File: src/rtl/control_fsm_if.sv
// Control bus between the control FSM and the rest of the 8-bit processor.
// master: the control unit. It takes the opcode and the memory handshake, and drives the
//         datapath controls.
// slave : the instruction memory, data memory and datapath side.
// Signals: OPCODE, INSTR_VALID, BUSYWAIT (into the control unit); WRITEENABLE, ALUSRC,
//          ALUOP, NEMUX, BRANCH, BRANCH_NE, JUMP, MEMREAD, MEMWRITE, WBSEL, PC_STALL,
//          ERR (out of the control unit).
interface control_fsm_if #(
  parameter int unsigned OPCODE_W = 8,
  parameter int unsigned ALUOP_W  = 3
);
  logic [OPCODE_W-1:0] OPCODE;
  logic                INSTR_VALID;
  logic                BUSYWAIT;
  logic                WRITEENABLE;
  logic                ALUSRC;
  logic [ALUOP_W-1:0]  ALUOP;
  logic                NEMUX;
  logic                BRANCH;
  logic                BRANCH_NE;
  logic                JUMP;
  logic                MEMREAD;
  logic                MEMWRITE;
  logic                WBSEL;
  logic                PC_STALL;
  logic [1:0]          ERR;

  modport master (
    input  OPCODE, INSTR_VALID, BUSYWAIT,
    output WRITEENABLE, ALUSRC, ALUOP, NEMUX, BRANCH, BRANCH_NE, JUMP,
           MEMREAD, MEMWRITE, WBSEL, PC_STALL, ERR
  );

  modport slave (
    output OPCODE, INSTR_VALID, BUSYWAIT,
    input  WRITEENABLE, ALUSRC, ALUOP, NEMUX, BRANCH, BRANCH_NE, JUMP,
           MEMREAD, MEMWRITE, WBSEL, PC_STALL, ERR
  );
endinterface

File: src/rtl/control_fsm.sv
// Multi-cycle control unit for the 8-bit processor.
// It decodes the opcode and sequences the data-memory busy-wait handshakes and the
// multi-cycle multiply. It stalls the PC while a multi-cycle operation runs, and traps on
// an illegal opcode or a memory timeout.
// Ports:
//   CLK   - rising-edge clock.
//   RESET - asynchronous active-high reset.
//   bus   - control_fsm_if.master: opcode and handshake in, registered controls out.
module control_fsm #(
  parameter int unsigned OPCODE_W    = 8,
  parameter int unsigned ALUOP_W     = 3,
  parameter int unsigned MULT_CYCLES = 2,
  parameter int unsigned MEM_TIMEOUT = 255
) (
  input logic           CLK,
  input logic           RESET,
  control_fsm_if.master bus
);
  localparam int unsigned MultW = (MULT_CYCLES > 1) ? $clog2(MULT_CYCLES) : 1;
  localparam int unsigned WaitW = (MEM_TIMEOUT > 0) ? $clog2(MEM_TIMEOUT + 1) : 1;

  localparam logic [MultW-1:0] MultInit = MultW'(MULT_CYCLES - 1);
  localparam logic [WaitW-1:0] TimeoutV = WaitW'(MEM_TIMEOUT);

  localparam logic [ALUOP_W-1:0] AluFwd = ALUOP_W'(0);
  localparam logic [ALUOP_W-1:0] AluAdd = ALUOP_W'(1);
  localparam logic [ALUOP_W-1:0] AluAnd = ALUOP_W'(2);
  localparam logic [ALUOP_W-1:0] AluOr  = ALUOP_W'(3);
  localparam logic [ALUOP_W-1:0] AluMul = ALUOP_W'(4);
  localparam logic [ALUOP_W-1:0] AluSll = ALUOP_W'(5);
  localparam logic [ALUOP_W-1:0] AluSrl = ALUOP_W'(6);
  localparam logic [ALUOP_W-1:0] AluSra = ALUOP_W'(7);

  typedef enum logic [2:0] {StDecode, StMem, StWb, StMult, StTrap} state_e;

  typedef struct packed {
    logic               we;
    logic               alusrc;
    logic [ALUOP_W-1:0] aluop;
    logic               nemux;
    logic               branch;
    logic               branch_ne;
    logic               jump;
    logic               memread;
    logic               memwrite;
    logic               wbsel;
    logic               pc_stall;
  } outs_t;

  state_e           state_q, state_d;
  outs_t            out_q, out_d;
  logic [1:0]       err_q, err_d;
  logic [MultW-1:0] mcnt_q, mcnt_d;
  logic [WaitW-1:0] wcnt_q, wcnt_d;
  logic [WaitW-1:0] wait_inc;
  logic [31:0]      opc_ext;

  assign opc_ext = 32'(bus.OPCODE);

  always_comb begin
    state_d  = state_q;
    out_d    = out_q;
    err_d    = err_q;
    mcnt_d   = mcnt_q;
    wcnt_d   = wcnt_q;
    wait_inc = wcnt_q + WaitW'(1);

    unique case (state_q)
      StDecode: begin
        out_d = '0;
        if (!bus.INSTR_VALID) begin
          out_d.pc_stall = 1'b1;
        end else begin
          wcnt_d = '0;
          case (opc_ext)
            32'd0:  begin out_d.we = 1'b1; out_d.alusrc = 1'b1; out_d.aluop = AluAdd; end
            32'd1:  begin
              out_d.we = 1'b1; out_d.alusrc = 1'b1; out_d.aluop = AluAdd; out_d.nemux = 1'b1;
            end
            32'd2:  begin out_d.we = 1'b1; out_d.alusrc = 1'b1; out_d.aluop = AluAnd; end
            32'd3:  begin out_d.we = 1'b1; out_d.alusrc = 1'b1; out_d.aluop = AluOr; end
            32'd4:  begin out_d.we = 1'b1; out_d.alusrc = 1'b1; out_d.aluop = AluFwd; end
            32'd5:  out_d.we = 1'b1;
            32'd6:  out_d.jump = 1'b1;
            32'd7:  begin
              out_d.alusrc = 1'b1; out_d.aluop = AluAdd; out_d.nemux = 1'b1;
              out_d.branch = 1'b1;
            end
            32'd8:  begin
              out_d.alusrc = 1'b1; out_d.aluop = AluAdd; out_d.nemux = 1'b1;
              out_d.branch_ne = 1'b1;
            end
            32'd9, 32'd10: begin
              out_d.alusrc   = (opc_ext == 32'd9);
              out_d.memread  = 1'b1;
              out_d.pc_stall = 1'b1;
              state_d        = StMem;
            end
            32'd11, 32'd12: begin
              out_d.alusrc   = (opc_ext == 32'd11);
              out_d.memwrite = 1'b1;
              out_d.pc_stall = 1'b1;
              state_d        = StMem;
            end
            32'd13: begin
              out_d.alusrc = 1'b1;
              out_d.aluop  = AluMul;
              if (MULT_CYCLES > 1) begin
                out_d.pc_stall = 1'b1;
                mcnt_d         = MultInit;
                state_d        = StMult;
              end else begin
                out_d.we = 1'b1;
              end
            end
            32'd14: begin out_d.we = 1'b1; out_d.aluop = AluSll; end
            32'd15: begin out_d.we = 1'b1; out_d.aluop = AluSrl; end
            32'd16: begin out_d.we = 1'b1; out_d.aluop = AluSra; end
            default: begin
              out_d.pc_stall = 1'b1;
              err_d          = 2'b01;
              state_d        = StTrap;
            end
          endcase
        end
      end

      StMem: begin
        if (bus.BUSYWAIT) begin
          wcnt_d = wait_inc;
          if ((MEM_TIMEOUT != 0) && (wait_inc == TimeoutV)) begin
            out_d          = '0;
            out_d.pc_stall = 1'b1;
            err_d          = 2'b10;
            state_d        = StTrap;
          end
        end else if (out_q.memread) begin
          // Load completes: one write-back cycle with the PC still held.
          out_d          = '0;
          out_d.we       = 1'b1;
          out_d.wbsel    = 1'b1;
          out_d.pc_stall = 1'b1;
          state_d        = StWb;
        end else begin
          out_d   = '0;
          state_d = StDecode;
        end
      end

      StWb: begin
        out_d   = '0;
        state_d = StDecode;
      end

      StMult: begin
        if (mcnt_q == '0) begin
          out_d   = '0;
          state_d = StDecode;
        end else begin
          mcnt_d = mcnt_q - MultW'(1);
          // The last execute cycle writes the product and releases the PC.
          if (mcnt_q == MultW'(1)) begin
            out_d.we       = 1'b1;
            out_d.pc_stall = 1'b0;
          end
        end
      end

      StTrap: ;

      default: begin
        out_d   = '0;
        state_d = StDecode;
      end
    endcase
  end

  always_ff @(posedge CLK or posedge RESET) begin
    if (RESET) begin
      state_q <= StDecode;
      out_q   <= '0;
      err_q   <= '0;
      mcnt_q  <= '0;
      wcnt_q  <= '0;
    end else begin
      state_q <= state_d;
      out_q   <= out_d;
      err_q   <= err_d;
      mcnt_q  <= mcnt_d;
      wcnt_q  <= wcnt_d;
    end
  end

  assign bus.WRITEENABLE = out_q.we;
  assign bus.ALUSRC      = out_q.alusrc;
  assign bus.ALUOP       = out_q.aluop;
  assign bus.NEMUX       = out_q.nemux;
  assign bus.BRANCH      = out_q.branch;
  assign bus.BRANCH_NE   = out_q.branch_ne;
  assign bus.JUMP        = out_q.jump;
  assign bus.MEMREAD     = out_q.memread;
  assign bus.MEMWRITE    = out_q.memwrite;
  assign bus.WBSEL       = out_q.wbsel;
  assign bus.PC_STALL    = out_q.pc_stall;
  assign bus.ERR         = err_q;
endmodule

File: src/flat_wrapper.sv
// flat-port wrapper written by rule: the top's interface ports become plain ports
module control_fsm_flat 
#(
  parameter int unsigned OPCODE_W    = 8,
  parameter int unsigned ALUOP_W     = 3,
  parameter int unsigned MULT_CYCLES = 2,
  parameter int unsigned MEM_TIMEOUT = 255
)
  (CLK, RESET, bus_OPCODE, bus_INSTR_VALID, bus_BUSYWAIT, bus_WRITEENABLE, bus_ALUSRC, bus_ALUOP, bus_NEMUX, bus_BRANCH, bus_BRANCH_NE, bus_JUMP, bus_MEMREAD, bus_MEMWRITE, bus_WBSEL, bus_PC_STALL, bus_ERR);
  control_fsm_if #(.OPCODE_W(OPCODE_W), .ALUOP_W(ALUOP_W)) bus_i ();
  input logic CLK;
  input logic RESET;
  input wire logic [$bits(bus_i.OPCODE)-1:0] bus_OPCODE;
  input wire logic [$bits(bus_i.INSTR_VALID)-1:0] bus_INSTR_VALID;
  input wire logic [$bits(bus_i.BUSYWAIT)-1:0] bus_BUSYWAIT;
  output wire logic [$bits(bus_i.WRITEENABLE)-1:0] bus_WRITEENABLE;
  output wire logic [$bits(bus_i.ALUSRC)-1:0] bus_ALUSRC;
  output wire logic [$bits(bus_i.ALUOP)-1:0] bus_ALUOP;
  output wire logic [$bits(bus_i.NEMUX)-1:0] bus_NEMUX;
  output wire logic [$bits(bus_i.BRANCH)-1:0] bus_BRANCH;
  output wire logic [$bits(bus_i.BRANCH_NE)-1:0] bus_BRANCH_NE;
  output wire logic [$bits(bus_i.JUMP)-1:0] bus_JUMP;
  output wire logic [$bits(bus_i.MEMREAD)-1:0] bus_MEMREAD;
  output wire logic [$bits(bus_i.MEMWRITE)-1:0] bus_MEMWRITE;
  output wire logic [$bits(bus_i.WBSEL)-1:0] bus_WBSEL;
  output wire logic [$bits(bus_i.PC_STALL)-1:0] bus_PC_STALL;
  output wire logic [$bits(bus_i.ERR)-1:0] bus_ERR;
  assign bus_i.OPCODE = bus_OPCODE;
  assign bus_i.INSTR_VALID = bus_INSTR_VALID;
  assign bus_i.BUSYWAIT = bus_BUSYWAIT;
  assign bus_WRITEENABLE = bus_i.WRITEENABLE;
  assign bus_ALUSRC = bus_i.ALUSRC;
  assign bus_ALUOP = bus_i.ALUOP;
  assign bus_NEMUX = bus_i.NEMUX;
  assign bus_BRANCH = bus_i.BRANCH;
  assign bus_BRANCH_NE = bus_i.BRANCH_NE;
  assign bus_JUMP = bus_i.JUMP;
  assign bus_MEMREAD = bus_i.MEMREAD;
  assign bus_MEMWRITE = bus_i.MEMWRITE;
  assign bus_WBSEL = bus_i.WBSEL;
  assign bus_PC_STALL = bus_i.PC_STALL;
  assign bus_ERR = bus_i.ERR;
  control_fsm #(.OPCODE_W(OPCODE_W), .ALUOP_W(ALUOP_W), .MULT_CYCLES(MULT_CYCLES), .MEM_TIMEOUT(MEM_TIMEOUT)) u_core (.CLK(CLK), .RESET(RESET), .bus(bus_i));
endmodule
File: config.mk
export PLATFORM = sky130hd
export DESIGN_NAME = control_fsm_flat
export DESIGN_NICKNAME = d
export VERILOG_FILES = /design/src/rtl/control_fsm_if.sv /design/src/rtl/control_fsm.sv /design/src/flat_wrapper.sv
export SDC_FILE = /design/constraint.sdc
export NUM_CORES = 1
export LEC_CHECK = 0
export CORE_MARGIN = 4
export CORE_UTILIZATION = 30
export DETAILED_ROUTE_END_ITERATION = 16
export GPL_ROUTABILITY_DRIVEN = 1
export SYNTH_ARGS = -nofsm -noshare
export SYNTH_HDL_FRONTEND = slang
export SYNTH_SLANG_ARGS = --single-unit
export TNS_END_PERCENT = 20
File: constraint.sdc
create_clock -name CLK -period 2.2 [get_ports CLK]
set_input_delay 0.44 -clock CLK [delete_from_list [all_inputs] [get_ports CLK]]
set_output_delay 0.44 -clock CLK [all_outputs]
set_load 0.02 [all_outputs]
==> results.yml, run 1 <==
run_status:
  status: "complete, no violations"
power_and_ir_drop:
  clock_power_share_pct: 25.5
  power_switching_share_pct: 30.7
  finalPower_w: 0.00113
  p_per_area_nw_per_um2: 529
  seqPwrFrac_pct: 48.9
  p_leak_nw: 0.854
  switching_power_w: 0.000348
  ir_drop_v: 0.000311
  p_int_w: 0.000786
  p_comb_share_pct: 25.5
clock_network:
  clock_latency_ps: 270
  tritoncts: "yes"
  clock_sinks: 27
  clk_pin_slew_ps: 100
  htreeDepth: 1
  cts_root_buf: "clkbuf_8"
  holdBufCountCts: 0
  cts_resized: 0
  cts_buffer_depth: 2
  cts_setup_buffers: 0
  numCtsBuffers: 3
synthesis:
  synth_edf_count: 0
  yosysWarningCount: 0
  yosysTopAreaCell: "dfrtp_1"
  netlist_instances: 201
  ys_seq_area_share_pct: 39.3
  ys_seq_elements: 27
  synth_area_sq_um: 1720
  syn-num-nets: 215
  synth.distinct_cells: 49
  yosysTopAreaCellShare_pct: 39.3
  syn_area_per_cell_sq_um: 8.55
  synth-async-reset-ratio_pct: 100
  synth_top_flop_cell: "dfrtp_1"
  synth_area_leaders: "dfrtp_1 39%, o21ai_0 6.4%, nand2_1 5.9%"
setup_path:
  worst_ep_required_time_ps: 2350
  cp.arrival_ps: 2030
  crit_fanout: 10
  crit_path_end_kind: "register"
  path_class: "reg2reg"
  cp-startpoint: "u_core.wcnt_q[0]$_DFFE_PP0P_"
  reg2reg_from: "u_core.wcnt_q[0]$_DFFE_PP0P_"
  reg2reg_depth: 7
  reg2reg_to: "u_core.bus.BRANCH$_DFFE_PP0P_"
  r2r_setup_slack_ps: 320
  startpoint_type: "register"
timing:
  final_max_slew_viol_count: 0
  finalSetupViolations: 0
  setup_tns_ps: 0
  whs_ps: 508
  clock_skew_ps: 10.7
  finalHoldViolCount: 0
  slew-limit-headroom_pct: 71.1
  setup_slack_ps: 320
  tightest_slew_ps: 432
  rsz0062_at_grt: "no"
  max_freq_mhz: 532
  finalCritPeriodShare_pct: 85.5
  finalCriticalPeriod_ps: 1880
floorplan:
  initial_core_util_pct: 31.0
  rows: 27
  die_w_um: 83.7
  die-area_sq_um: 7010
  num_io_pins: 27
  die_h_um: 83.7
  core_area_sq_um: 5540
hold_path:
  holdPathEnd: "u_core.bus.ERR[1]$_DFFE_PP0P_"
  min_path_cells: 2
  hold_start: "u_core.bus.ERR[1]$_DFFE_PP0P_"
  hp-class: "reg2reg"
place:
  io_buffers: 26
  pre_cts_slack_ps: 119
  gp_congestion: 0.824
  dp_hpwl_mm: 3.09
  post-place-cells: 300
layout:
  final.fill_count: 582
  drive_above_1_share_pct: 16.4
  diodes: 0
  register_area_sq_um: 676
  stdcell_count: 304
  multi_input_area_sq_um: 903
  final_nets: 247
  syn_to_final_growth_pct: 24.7
route:
  wl_per_cell_um: 13.4
  first_iter_violations: 97
  drt_wl_total_mm: 4.08
  ant_nets: 0
  viasPerCell: 5.00
  drcViolationCount: 0
  firstDrtPassIters: 5
  vias: 1521
job:
  cap_viol_max_count: 0
grt:
  grt.overflow.total: 0
  grt_pass1_vias: 1462
  antenna_found_initial: 0
  gr-usage-all-layers_pct: 11.8
  grt_max_degree: 28
  grt_pass1_wl_mm: 6.94
per-stage QoR:
| step | instance area, sq um | utilization [%] |
|---|---|---|
| 2_1_floorplan | 1720 | - |
| 3_3_place_gp | 2100 | 37.8 |
| 3_5_place_dp | 2100 | 37.8 |
| 4_1_cts | 2140 | 38.7 |
| 5_1_grt | 2140 | 38.7 |
| 6_report | 2140 | 38.7 |
metal layers:
| layer | up-vias | routed length (um) | share of wire, % | global-route usage, % |
|---|---|---|---|---|
| li1 | 770 | - | - | - |
| met5 | - | 0 | 0 | 0 |
| met2 | 37 | 1920 | 47 | 19.2 |
| met3 | 4 | 172 | 4.2 | 2.27 |
| met4 | 0 | 26 | 0.64 | 1.90 |
| met1 | 710 | 1960 | 48 | 16.6 |
synthesized netlist by cell type (all sizes together) (2+ instances only):
cell type	count
nand4b	2
a21oi	11
ha	2
a211oi	2
nor3	6
nand2b	3
and3	2
dfrtp	27
clkbuf	5
nand2	28
nand3	12
and2	3
o21ai	29
xor2	2
a31oi	4
nor2	12
o41ai	3
buf	5
nand4	4
o22ai	4
inv	19
cells by family after synthesis:
| group | Yosys count | synth area share (%) |
|---|---|---|
| AOI/OAI and AO/OA | 62 | 25.2 |
| xor gates and xnor gates | 2 | 1.02 |
| adders and majority gates | 2 | 1.46 |
| buffers and inverters | 29 | 8.15 |
| DFF | 27 | 39.3 |
| muxes | 1 | 0.582 |
| and+or+nand+nor | 78 | 24.3 |
worst max-delay path by stage:
stage	slack (ps)	to
4_1_cts	300	u_core.bus.BRANCH$_DFFE_PP0P_
2_1_floorplan	380	u_core.bus.JUMP$_DFFE_PP0P_
6_report	320	u_core.bus.BRANCH$_DFFE_PP0P_
3_5_place_dp	120	u_core.state_q[1]$_DFFE_PP0P_
5_1_grt	170	u_core.bus.BRANCH$_DFFE_PP0P_
3_3_place_gp	180	u_core.state_q[1]$_DFFE_PP0P_
layout by cell type (no fill, tap or decap), drive strengths merged, types with 2 or more instances in the layout:
| master | count |
|---|---|
| clkdlybuf4s50 | 26 |
| inv | 19 |
| ha | 2 |
| o41ai | 3 |
| clkbuf | 3 |
| buf | 11 |
| nand4b | 2 |
| xor2 | 2 |
| o21ai | 29 |
| and2 | 3 |
| nor2 | 12 |
| o22ai | 4 |
| nand4 | 4 |
| nand2b | 3 |
| dfrtp | 27 |
| nor3 | 6 |
| nand3 | 12 |
| a21oi | 11 |
| nand2 | 28 |
| a211oi | 2 |
| a31oi | 4 |
| and3 | 2 |
flip-flops by register name, indices dropped and copies added, names as in the netlist, 2 cells and up:
signal	flops
u_core.wcnt_q	8
u_core.bus.ALUOP	3
u_core.state_q	3
u_core.bus.ERR	2
worst max-delay path: stages, from the launching register on:
cell,delay (ps)
dfrtp_1,390
ha_1,250
and3_2,260
mux2i_1,200
o221ai_2,140
a21oi_2,250
buf_12,180
o22ai_2,80
cell type report:
cell class / count / area share (%)
clock buffers: 3 / 1.93
flip-flops and latches: 27 / 31.5
clock inverters: 1 / 0.350
well taps: 72 / 4.20
multi-input cells: 145 / 42.1
repair buffers: 37 / 16.6
inverters: 19 / 3.33
power groups by stage:
stage / clock network [W] / registers [W] / logic (W)
after floorplan: 0 / 0.000574 / 0.000169
after global placement: 0 / 0.000565 / 0.000293
after detailed placement: 0 / 0.000565 / 0.000294
after CTS: 0.000301 / 0.000555 / 0.000295
after global routing: 0.000321 / 0.000562 / 0.000321
final: 0.000289 / 0.000555 / 0.000290
No activity file was read; power rests on OpenSTA's default activity.
==> inputs of run 2 (changes only) <==
--- a/config.mk
+++ b/config.mk
@@ -5,7 +5,7 @@
 export SDC_FILE = /design/constraint.sdc
 export NUM_CORES = 1
 export LEC_CHECK = 0
-export CORE_MARGIN = 4
+export CORE_MARGIN = 2
 export CORE_UTILIZATION = 30
 export DETAILED_ROUTE_END_ITERATION = 16
 export GPL_ROUTABILITY_DRIVEN = 1
==> run 2 against run 1 <==
  * Power up 0.67%
  * Sequential share of layout area down 0.055 points
  * Worst setup slack worse by 58 ps
  * Flip-flop and latch count unchanged
  * Fmax down 3.0%
  * First-iteration DRC count up 13%
  * Sequential power about the same
  * Hold slack worse by 2.0 ps
  * Critical endpoint is now u_core.bus.JUMP$_DFFE_PP0P_
  * Largest power group unchanged
  * Highest routed layer unchanged
==> results.yml, run 2 (synthesis gave the netlist of run 1 again) <==
run_status:
  status: "complete, no violations"
place:
  io_buffers: 26
  postPlaceCellArea_sq_um: 2100
  post-place-cells: 301
  dp_hpwl_mm: 2.95
  gp_congestion: 0.806
setup_path:
  worstPathCellList: "ha_1 > and3_2 > mux2i_1 > o221ai_2 > a21oi_2 > buf_12 > o32ai_2"
  cp_top_family: "compound AO/OA/AOI/OAI gates"
  crit_fanout: 11
  startpoint_type: "register"
  path_buf_inv: 1
  critPathMaxStageDelay_ps: 390
  worst_ep_required_time_ps: 2360
  cp.arrival_ps: 2090
  crit_path_end_kind: "register"
  path_class: "reg2reg"
  cp_slowest_cell: "dfrtp_1"
clock_network:
  cts_setup_buffers: 0
  holdBufCountCts: 0
  cts_buffer_depth: 2
  numCtsBuffers: 3
  cts_root_buf: "clkbuf_8"
  clk_pin_slew_ps: 100
  clock_sinks: 27
  tritoncts: "yes"
  htreeDepth: 1
  clock_latency_ps: 280
  cts_resized: 0
grt:
  grt_pass1_vias: 1494
  grt_use_met1_pct: 18.7
  grt_max_degree: 28
  grt_util_met3_pct: 1.92
  grt_use_met2_pct: 22.4
  grt_pass1_wl_mm: 6.95
  grt.overflow.total: 0
  gr-usage-all-layers_pct: 13.7
  busiest_layer: "met2"
  antenna_found_initial: 0
power_and_ir_drop:
  ir_drop_v: 0.000254
  p_leak_nw: 0.860
  p_per_area_nw_per_um2: 531
timing:
  finalHoldViolCount: 0
  max_freq_mhz: 516
  whs_ps: 506
  clock_skew_ps: 3.36
  rsz0062_at_grt: "no"
  finalCriticalPeriod_ps: 1940
  tightest_slew_ps: 423
  finalCritPeriodShare_pct: 88.1
  finalSetupViolations: 0
  slew-limit-headroom_pct: 71.7
  setup_tns_ps: 0
  final_max_slew_viol_count: 0
layout:
  final_nets: 248
  stdcell_count: 305
  multi_input_area_sq_um: 903
  final.fill_count: 559
  regMostFlops: "u_core.wcnt_q"
  utilization_pct: 39.0
  syn_to_final_growth_pct: 25.0
  final_cell_area_sq_um: 2150
  final_cell_mix: "27 x nand2_1, 27 x dfrtp_1, 26 x clkdlybuf4s50_1, 22 x o21ai_0, 19 x inv_1"
  largest_reg_flops: 8
  diodes: 0
  drive_above_1_share_pct: 16.3
  register_area_sq_um: 676
floorplan:
  num_io_pins: 27
  die_w_um: 79.7
  core_area_sq_um: 5510
  die-area_sq_um: 6350
  rows: 27
  initial_core_util_pct: 31.2
  die_h_um: 79.7
route:
  drt_wl_total_mm: 3.99
  viasPerCell: 5.10
  wl_per_cell_um: 13.1
  firstDrtPassIters: 4
  drcViolationCount: 0
  ant_nets: 0
  vias: 1554
  first_iter_violations: 110
job:
  cap_viol_max_count: 0
hold_path:
  hp-class: "in2async"
run 2: cell count changes in the layout (fill, tap and decap cells not counted):
cell / before / now
clkinvlp_4: 1 / 0
clkbuf_1: 0 / 1
buf_4: 10 / 11
run 2: area by class of cell:
cell class	instances	share of cell area [%]
Timing Repair Buffer	38	16.9
Sequential cell	27	31.5
Multi-Input combinational cell	145	42.1
Inverter	19	3.32
Clock buffer	4	2.10
Tap cell	72	4.19
run 2: metal layers:
metal | part of all wire, % | routed length (um)
met4 | 1.4 | 55
met2 | 49 | 1940
met1 | 47 | 1880
met3 | 2.9 | 117
met5 | 0 | 0
run 2: worst paths after layout:
check	startpoint	endpoint	slack, ps	cells past startpoint
max	u_core.wcnt_q[0]$_DFFE_PP0P_	u_core.bus.JUMP$_DFFE_PP0P_	260	7
max in group asynchronous	RESET	u_core.state_q[0]$_DFFE_PP0P_	1420	3
min	RESET	u_core.bus.ALUOP[0]$_DFFE_PP0P_	510	3
min reg2reg	u_core.bus.ERR[1]$_DFFE_PP0P_	u_core.bus.ERR[1]$_DFFE_PP0P_	510	2
min in group CLK	u_core.bus.ERR[1]$_DFFE_PP0P_	u_core.bus.ERR[1]$_DFFE_PP0P_	510	2
max reg2reg	u_core.wcnt_q[0]$_DFFE_PP0P_	u_core.bus.JUMP$_DFFE_PP0P_	260	7
run 2: metrics by stage:
| stage | power, W | worst slack (ps) |
|---|---|---|
| 6_report | 0.00114 | 262 |
| 5_1_grt | 0.00120 | 134 |
| 4_1_cts | 0.00115 | 257 |
| 3_5_place_dp | 0.000861 | 147 |
| 3_3_place_gp | 0.000860 | 185 |
| 2_1_floorplan | 0.000743 | 385 |
run 2: worst reg2reg max path, stage by stage (launching register included):
cell and delay (ps):
dfrtp_1 390, ha_1 250, and3_2 270, mux2i_1 210, o221ai_2 210, a21oi_2 240
buf_12 170, o32ai_2 80
run 2: report_power, final:
group	leakage [nW]	internal (W)	switching [W]
Clock	0.0228	0.000130	0.000164
Combinational	0.481	0.000137	0.000155
Sequential	0.357	0.000523	0.0000314
Total	0.860	0.000791	0.000351
